$ cat config.mk
export PLATFORM = sky130hd
export DESIGN_NAME = ahb_master_arbiter
export DESIGN_NICKNAME = d
export VERILOG_FILES = /design/src/rtl/ahb_master_arbiter.sv
export SDC_FILE = /design/constraint.sdc
export NUM_CORES = 1
export LEC_CHECK = 0
export CAP_MARGIN = 40
export CORE_MARGIN = 2
export CORE_UTILIZATION = 50
export DETAILED_ROUTE_END_ITERATION = 8
export PLACE_DENSITY = 0.74
export SETUP_SLACK_MARGIN = 0.5
export SYNTH_ARGS = -nofsm -noshare
export SYNTH_HDL_FRONTEND = slang
export SYNTH_SLANG_ARGS = --single-unit
$ cat constraint.sdc
create_clock -name clk -period 3.3 [get_ports clk]
set_input_delay 0.66 -clock clk [delete_from_list [all_inputs] [get_ports clk]]
set_output_delay 0.66 -clock clk [all_outputs]
set_load 0.005 [all_outputs]
$ cat src/rtl/ahb_master_arbiter.sv
// -----------------------------------------------------------------------------
// ahb_master_arbiter
//
// Two-master AHB-lite address-phase arbiter: the CPU (master 0, default/parking
// master) and the DMA controller (master 1). Ownership only moves on transfer
// or burst boundaries. A DMA tenure limit guarantees that a waiting CPU gets
// the bus at the next DMA burst boundary once MAX_TENURE beats have been
// accepted. After such a forced handover the DMA stays ineligible until the
// CPU has completed one transfer or withdrawn its request.
//
// Optional feature macro: ARB_ROUND_ROBIN_EN
//   defined   : rotating priority; the master that most recently released the
//               bus loses a simultaneous request at the next boundary.
//   undefined : fixed priority, DMA over CPU (tenure limit / starve lock still
//               apply in both builds).
//
// Parameters
//   MAX_TENURE   accepted DMA beats before a pending CPU request forces
//                handover at the next DMA burst boundary (1..255)
//
// Ports
//   clk          system clock, rising edge
//   rst          synchronous, active-high reset
//   CpuReq       CPU bus request
//   CpuTrans     CPU HTRANS (00 IDLE, 01 BUSY, 10 NONSEQ, 11 SEQ)
//   DmaReq       DMAC Bus_Req
//   MTrans       DMAC HTRANS
//   MBurst_Size  DMAC burst length in beats, sampled on NONSEQ (0 and 1 = one)
//   HReady       bus ready; HReady=0 freezes all state
//   CpuGrant     CPU owns the address phase
//   Bus_Grant    DMAC owns the address phase
//   HMaster      address-phase owner index (0 CPU, 1 DMA)
//   HMasterD     data-phase owner index
// -----------------------------------------------------------------------------
module ahb_master_arbiter #(
   parameter int unsigned MAX_TENURE = 16
) (
   input  logic       clk,
   input  logic       rst,
   input  logic       CpuReq,
   input  logic [1:0] CpuTrans,
   input  logic       DmaReq,
   input  logic [1:0] MTrans,
   input  logic [3:0] MBurst_Size,
   input  logic       HReady,
   output logic       CpuGrant,
   output logic       Bus_Grant,
   output logic       HMaster,
   output logic       HMasterD
);

   typedef enum logic {
      CPU_OWN = 1'b0,
      DMA_OWN = 1'b1
   } arb_state_e;

   localparam logic [1:0] HTRANS_IDLE   = 2'b00;
   localparam logic [1:0] HTRANS_NONSEQ = 2'b10;
   localparam logic [7:0] TENURE_LIMIT  = 8'(MAX_TENURE);

   // Burst length as the DMA announces it; a size of 0 is a single beat.
   function automatic logic [3:0] burst_len_of(input logic [3:0] size);
      return (size == 4'd0) ? 4'd1 : size;
   endfunction

   // Tenure counter saturates instead of wrapping so a very long DMA tenure
   // can never look short again.
   function automatic logic [7:0] sat_inc8(input logic [7:0] v);
      return (v == 8'hFF) ? v : v + 8'd1;
   endfunction

   // State registers
   arb_state_e state_q, state_d;
   logic       hmaster_d_q, hmaster_d_d;
   logic [3:0] beat_cnt_q, beat_cnt_d;
   logic [3:0] burst_len_q, burst_len_d;
   logic [7:0] tenure_q, tenure_d;
   logic       starve_lock_q, starve_lock_d;
`ifdef ARB_ROUND_ROBIN_EN
   // Master that most recently gave the bus away (0 CPU, 1 DMA).
   logic       last_rel_q, last_rel_d;
`endif

   // Decode signals
   logic       cpu_acc;
   logic       dma_acc;
   logic       dma_nonseq;
   logic [3:0] cur_len;
   logic [4:0] cur_idx;
   logic       last_beat;
   logic       cpu_bnd;
   logic       dma_bnd;
   logic [7:0] tenure_inc;
   logic       tenure_hit;
   logic       lock_clr;
   logic       dma_elig;
   logic       dma_wins;
   logic       release_cpu;
   logic       release_dma;
   logic       forced_handover;

   always_comb begin
      // Accepted beats; only the address-phase owner can have one accepted.
      cpu_acc    = (state_q == CPU_OWN) && HReady && CpuTrans[1];
      dma_acc    = (state_q == DMA_OWN) && HReady && MTrans[1];
      dma_nonseq = (MTrans == HTRANS_NONSEQ);

      // Index/length of the beat on the bus now. A NONSEQ is always beat 0 of a
      // fresh burst, regardless of any count still in flight.
      cur_len = dma_nonseq ? burst_len_of(MBurst_Size) : burst_len_q;
      cur_idx = dma_nonseq ? 5'd0 : ({1'b0, beat_cnt_q} + 5'd1);
      last_beat = dma_acc && (cur_idx == ({1'b0, cur_len} - 5'd1));

      cpu_bnd = !CpuReq || (CpuTrans == HTRANS_IDLE) || cpu_acc;
      dma_bnd = !DmaReq || (MTrans == HTRANS_IDLE) || last_beat;

      // The limit is judged on the count including the beat being accepted,
      // so the MAX_TENURE-th beat itself can trigger the handover.
      tenure_inc = dma_acc ? sat_inc8(tenure_q) : tenure_q;
      tenure_hit = (tenure_inc >= TENURE_LIMIT);

      // The lock clears in the same cycle the CPU completes a transfer or
      // withdraws, so the DMA can be granted on that very edge.
      lock_clr = HReady && (!CpuReq || cpu_acc);
      dma_elig = DmaReq && (!starve_lock_q || lock_clr);

`ifdef ARB_ROUND_ROBIN_EN
      // On simultaneous requests the master that did not release last wins.
      dma_wins = dma_elig && (!CpuReq || !last_rel_q);
`else
      dma_wins = dma_elig;
`endif

      release_cpu = HReady && (state_q == CPU_OWN) && cpu_bnd && dma_wins;
      release_dma = HReady && (state_q == DMA_OWN) && dma_bnd &&
                    (!DmaReq || (CpuReq && tenure_hit));
      forced_handover = release_dma && DmaReq && CpuReq && tenure_hit;

      // Next-state defaults: hold everything.
      state_d       = state_q;
      hmaster_d_d   = hmaster_d_q;
      beat_cnt_d    = beat_cnt_q;
      burst_len_d   = burst_len_q;
      tenure_d      = tenure_inc;
      starve_lock_d = starve_lock_q;
`ifdef ARB_ROUND_ROBIN_EN
      last_rel_d    = last_rel_q;
`endif

      case (state_q)
         CPU_OWN: if (release_cpu) state_d = DMA_OWN;
         DMA_OWN: if (release_dma) state_d = CPU_OWN;
         default: state_d = CPU_OWN;
      endcase

      if (release_cpu) begin
         tenure_d = 8'd0;
`ifdef ARB_ROUND_ROBIN_EN
         last_rel_d = 1'b0;
`endif
      end
`ifdef ARB_ROUND_ROBIN_EN
      if (release_dma) last_rel_d = 1'b1;
`endif

      if (dma_acc) begin
         if (dma_nonseq) begin
            burst_len_d = cur_len;
            beat_cnt_d  = 4'd0;
         end else begin
            beat_cnt_d  = beat_cnt_q + 4'd1;
         end
      end

      if (lock_clr)        starve_lock_d = 1'b0;
      if (forced_handover) starve_lock_d = 1'b1;

      // Data phase follows the address phase by one accepted (HReady) cycle.
      if (HReady) hmaster_d_d = (state_q == DMA_OWN);
   end

   always_ff @(posedge clk) begin
      if (rst) begin
         state_q       <= CPU_OWN;
         hmaster_d_q   <= 1'b0;
         beat_cnt_q    <= 4'd0;
         burst_len_q   <= 4'd1;
         tenure_q      <= 8'd0;
         starve_lock_q <= 1'b0;
`ifdef ARB_ROUND_ROBIN_EN
         last_rel_q    <= 1'b0;
`endif
      end else begin
         state_q       <= state_d;
         hmaster_d_q   <= hmaster_d_d;
         beat_cnt_q    <= beat_cnt_d;
         burst_len_q   <= burst_len_d;
         tenure_q      <= tenure_d;
         starve_lock_q <= starve_lock_d;
`ifdef ARB_ROUND_ROBIN_EN
         last_rel_q    <= last_rel_d;
`endif
      end
   end

   assign Bus_Grant = (state_q == DMA_OWN);
   assign CpuGrant  = (state_q == CPU_OWN);
   assign HMaster   = (state_q == DMA_OWN);
   assign HMasterD  = hmaster_d_q;

endmodule

== Word level (Yosys, flattened, before mapping) ==
Cells that the tools add are included.

* Bits in registers: 19
* Output and inout port bits: 4
* Logic and storage cells: 57

* Add/sub/neg operators: 4
* Order comparisons: 1
* Equal/unequal tests: 3
* Multiplexer cells: 11
* Bitwise operators: 1
* Reduce and logical (&&, ||, !) cells: 31

{| class="wikitable"
|+ Operators by type and width
! cell !! number
|-
| $mux W8 || 2
|-
| $logic_and A1 B1 Y1 || 15
|-
| $mux W4 || 3
|-
| $add A8 B1 Y8 const B || 1
|-
| $eq A8 B8 Y1 const B || 1
|-
| $ge A8 B5 Y1 const B || 1
|-
| $logic_or A1 B1 Y1 || 7
|-
| $add A4 B1 Y5 const B || 1
|-
| $eq A5 B5 Y1 || 1
|-
| $mux W5 || 1
|-
| $sub A4 B1 Y5 const B || 1
|-
| $add A4 B1 Y4 const B || 1
|-
| $logic_not A2 Y1 || 2
|-
| $logic_not A4 Y1 || 1
|-
| $mux W1 || 4
|-
| $logic_not A1 Y1 || 3
|-
| $eq A2 B2 Y1 const B || 1
|-
| $pmux W1 S2 || 1
|-
| $reduce_and A2 Y1 || 1
|-
| $reduce_bool A2 Y1 || 1
|-
| $reduce_or A2 Y1 || 1
|-
| $not A1 Y1 || 1
|}

== Depth between registers and ports, before layout ==
* Word-level depth: 13
* Mapped depth: 10
* Depth with buffers taken out: 10

== Worst setup path before layout ==
No wires, ideal clock.

* Path kind: input-to-reg
* Start: in MTrans[0]
* End: reg starve_lock_q
* Setup time: 0.095 ns
* Arrival time: 2.681 ns
* Path slack: 0.524 ns
* Stages on the path: 10
* Cell sequence: nor3b_1 -> o31ai_1 -> o21ai_0 -> ha_1 -> nor3b_1 -> xor2_1 -> o211ai_1 -> or3_1 -> or4_1 -> o311ai_1

* Longest elaborated chain between the ends: 12

{| class="wikitable"
|+ Ends and longest elaborated chain
! item !! RTL line !! RTL
|-
| from (decl) || 43 || <nowiki>input logic [1:0] MTrans,</nowiki>
|-
| $eq A2 B2 Y1 || 106 || <nowiki>dma_nonseq = (MTrans == HTRANS_NONSEQ);</nowiki>
|-
| $mux W4 || 110 || <nowiki>cur_len = dma_nonseq ? burst_len_of(MBurst_Size) : burst_len_q;</nowiki>
|-
| $sub A4 B1 Y5 || 112 || <nowiki>last_beat = dma_acc && (cur_idx == ({1'b0, cur_len} - 5'd1));</nowiki>
|-
| $eq A5 B5 Y1 || 112 ||
|-
| $logic_and A1 B1 Y1 || 112 ||
|-
| $logic_or A1 B1 Y1 (*) || 115 || <nowiki>dma_bnd = !DmaReq || (MTrans == HTRANS_IDLE) || last_beat;</nowiki>
|-
| $logic_and A1 B1 Y1 (*) (2 in a row) || 135 || <nowiki>release_dma = HReady && (state_q == DMA_OWN) && dma_bnd &&</nowiki>
|-
| $logic_and A1 B1 Y1 (*) (3 in a row) || 137 || <nowiki>forced_handover = release_dma && DmaReq && CpuReq && tenure_hit;</nowiki>
|-
| $mux W1 / $reduce_bool A2 Y1 (equally long branches) || -- ||
|-
| to (signal assigned) || 199 || <nowiki>starve_lock_q <= starve_lock_d;</nowiki>
|-
| to (decl) || 78 || <nowiki>logic starve_lock_q, starve_lock_d;</nowiki>
|}

Every way passes the cells marked *; elsewhere a longest branch is shown, timed or not.
A chain may end at the register's enable or synchronous reset.

== Final worst setup path ==
* Start: in MBurst_Size[1]
* End: reg starve_lock_q

* Longest elaborated chain between the ends: 13

{| class="wikitable"
|+ Ends and longest elaborated chain
! item !! RTL line !! RTL
|-
| from (decl) || 44 || <nowiki>input logic [3:0] MBurst_Size,</nowiki>
|-
| $logic_not A4 Y1 || 63 || <nowiki>return (size == 4'd0) ? 4'd1 : size;</nowiki>
|-
| $mux W4 (*) || 63 ||
|-
| $mux W4 (*) || 110 ||
|-
| $sub A4 B1 Y5 (*) || 112 ||
|-
| $eq A5 B5 Y1 (*) || 112 ||
|-
| $logic_and A1 B1 Y1 (*) || 112 ||
|-
| $logic_or A1 B1 Y1 (*) || 115 ||
|-
| $logic_and A1 B1 Y1 (*) (2 in a row) || 135 ||
|-
| $logic_and A1 B1 Y1 (*) (3 in a row) || 137 ||
|-
| $mux W1 / $reduce_bool A2 Y1 (equally long branches) || -- ||
|}

Marked as above.

==> impl_results.md <==
- Mapped cell area: 1190 um^2
- Initial Util: between 50 and 60%
- Cts hold-fix bufs: 0
- GRT overflow: 0
- Pwr Total: 0.465 mW
- Number of global-route vias before repair: 1,034
- Die area: about 2800 um^2
- FF-to-FF path depth: 6
- Post-synthesis net count: 162
- Worst Hold Launch: HMasterD
- TritonCTS Buffers: 3
- Post-synth ARST share: 0%
- Commonest non-fill, non-tap cell in the layout: nor2_1
- DR iter-0 viols: 33
- IR drop worst, VDD: between 0.3 and 0.4 mV
- Residual DRC count: 0
- Syn-to-layout area delta: 27.5%
- Setup TNS: 0 ns
- Largest net degree at the start of global routing: 12
- DR vias: around 1,200
- I/O pin total: 17
- Most frequent cells in the layout: nor2_1, dfxtp_1, nand2_1
- Final worst-path cycle share: 81.2%
- Hpwl dp: 2030 um
- Worst-Margin Slew: between 0.4 and 0.5 ns
- Clk_skew: ~0.0035 ns
- Clk Latency, worst-skew pair: between 0.3 and 0.4 ns
- Reg clk slew, reported paths: ~0.12 ns
- Crit path max fanout: 4
- Period minus WS final: 2.68 ns
- GP Congestion: between 0.8 and 0.9
- Layout net count: approximately 190
- Initial antenna violation count: 0
- Pwr dens: a little over 300 nW/um^2
- HP Class: flip-flop to flip-flop
- Share of layout cells above drive strength 1: 20.1%
- Critical path class: input port to flip-flop
- EDFF count, synth: 0
- Antenna cells: 0
- Hold EP: HMasterD
- Slew headroom: roughly two thirds
- Status: completed
- Mean Syn Cell Area: just over 8 um^2
- Syn Inst Count: approximately 150
- GRT Resource Usage Total: between 20% and 30%
- First-pass DRT Iterations: 4
- Max Fclk: ~370 MHz
- CTS tree: built
- Finished Layout Cells: between 200 and 250
- Vias per cell: 5.74
- Reg-to-reg startpoint: Bus_Grant
- Yosys reg bits: 19
- Syn. warnings: 0
- Rows: 17
- Max H-tree Level: 1
- Clk sinks: 19
- Hold Vio Cnt, Final: 0
- Clock Tree Root: clkbuf_4
- Distinct cell type count after synthesis: 40
- Final setup vio count: 0
- Max-cap viol count: 0
- Main synth FF type: dfxtp_1
- Startpoint Class: input port
- Worst hold path stage count: 2
- Critical path required time: between 3 and 4 ns
- Routed WL per cell: approximately 14 um
- Critical Path Sink Type: flip-flop
- Core Area: 2230 um^2
- Leak: ~0.58 nW
- Placed cells: ~190
- Setup slack, reg-to-reg: 0.97 ns
- I/O Buffers: 16
- First-pass GRT wire length: about 4700 um
- Die X: about 53 um
- Final ANT Viol Nets: 0
- Die height: 52.9 um
- RSZ-0062 raised after global routing: false
- Post-detailed-routing wire length: around 2900 um
- Seq/Total Area, Yosys: between 30% and 40%
- Max Slew Vio Count: 0
- Clock buffer depth: 2
- R2R Path End: starve_lock_q
- WP data arrival: between 2 and 3 ns
critical path, cell delays in order:
cell and delay [ns]:
dlygate4sd2_1 0.29, o31ai_4 0.28, o21ai_1 0.11, ha_2 0.20, nor3b_4 0.15, xor2_1 0.15, o211ai_1 0.11, or3_1 0.37
or4_4 0.49, o311ai_2 0.09
sequential cells by signal, indices dropped and copies added (netlist names):
| signal | count |
|---|---|
| starve_lock_q | 1 |
| burst_len_q | 4 |
| beat_cnt_q | 4 |
| Bus_Grant | 1 |
| HMasterD | 1 |
| tenure_q | 8 |
kinds of logic (layout without fill, tap and decap cells):
group                      count (synthesis)  after routing  share of synthesized area [%]
and+or+nand+nor                           71             71                           29.5
muxes                                      9              9                           7.96
AOI/OAI and AO/OA                         25             25                           14.5
adders and majority gates                  3              3                           3.14
DFF                                       19             19                           31.8
buffers and inverters                      8             36                           3.14
xor gates and xnor gates                  11             11                           9.95
Yosys cell counts, drive strengths merged, types with 2 or more instances:
cell    instances  area, um^2
nor2           22        85.1
buf             2        15.0
clkbuf          2        7.51
ha              3        37.5
xor2            5        51.3
inv             4        15.0
nand3          13        77.6
nor3            6        40.0
a32oi           2        17.5
nand2          19        71.3
o21ai           5        25.0
dfxtp          19         380
nor3b           3        22.5
o211ai          2        15.0
xnor2           5        43.8
mux2i           8        80.1
a21oi           8        43.8
nand2b          2        15.0
area by class of cell:
cell class | count | area (um^2)
Clock inverter | 1 | 5.00
Fill cell | 187 | 709
Tap cell | 28 | 35.0
Multi-Input combinational cell | 119 | 835
Inverter | 4 | 15.0
Clock buffer | 3 | 22.5
Sequential cell | 19 | 380
Timing Repair Buffer | 28 | 231
timing repair:
item	in CTS	in global routing
gates resized for setup	15	10
endpoints found under the setup margin	2	2
pin swaps	4	4
setup buffers	1	3
how the worst max path moves through the flow:
stage	startpoint	end	slack [ns]	cells past startpoint
floorplan	MTrans[0]	starve_lock_q	0.52	10
global placement	MTrans[0]	starve_lock_q	0.01	11
detailed placement	MTrans[0]	starve_lock_q	-0.16	11
CTS	MTrans[0]	starve_lock_q	0.50	11
global route	MBurst_Size[1]	starve_lock_q	0.49	10
finish	MBurst_Size[1]	starve_lock_q	0.62	10
per-stage QoR:
step	area (um^2)	hold WS, ns	util (%)	setup WS (ns)
after CTS	1490	0.488	66.8	0.502
final	1520	0.483	68.2	0.620
after floorplan	1190	0.449	-	0.524
after global placement	1430	0.457	63.9	0.0132
after global routing	1520	0.518	68.2	0.491
after detailed placement	1430	0.471	63.9	-0.162
power by group:
group,internal [mW],total (mW),switching [mW],leakage [nW]
Clock,0.0453,0.124,0.0791,0.0177
Combinational,0.0502,0.0972,0.0470,0.411
Sequential,0.235,0.244,0.00912,0.154
Total,0.330,0.465,0.135,0.582
metal layers:
metal  track usage [%]  vias to the layer above  part of all wire (%)
met1              29.5                      546                    45
met5                 0                        -                     0
met3              2.54                        4                   4.0
li1                  -                      581                     -
met2              38.8                       29                    50
met4              8.97                        0                   1.3
(Power assumes the default switching activity.)
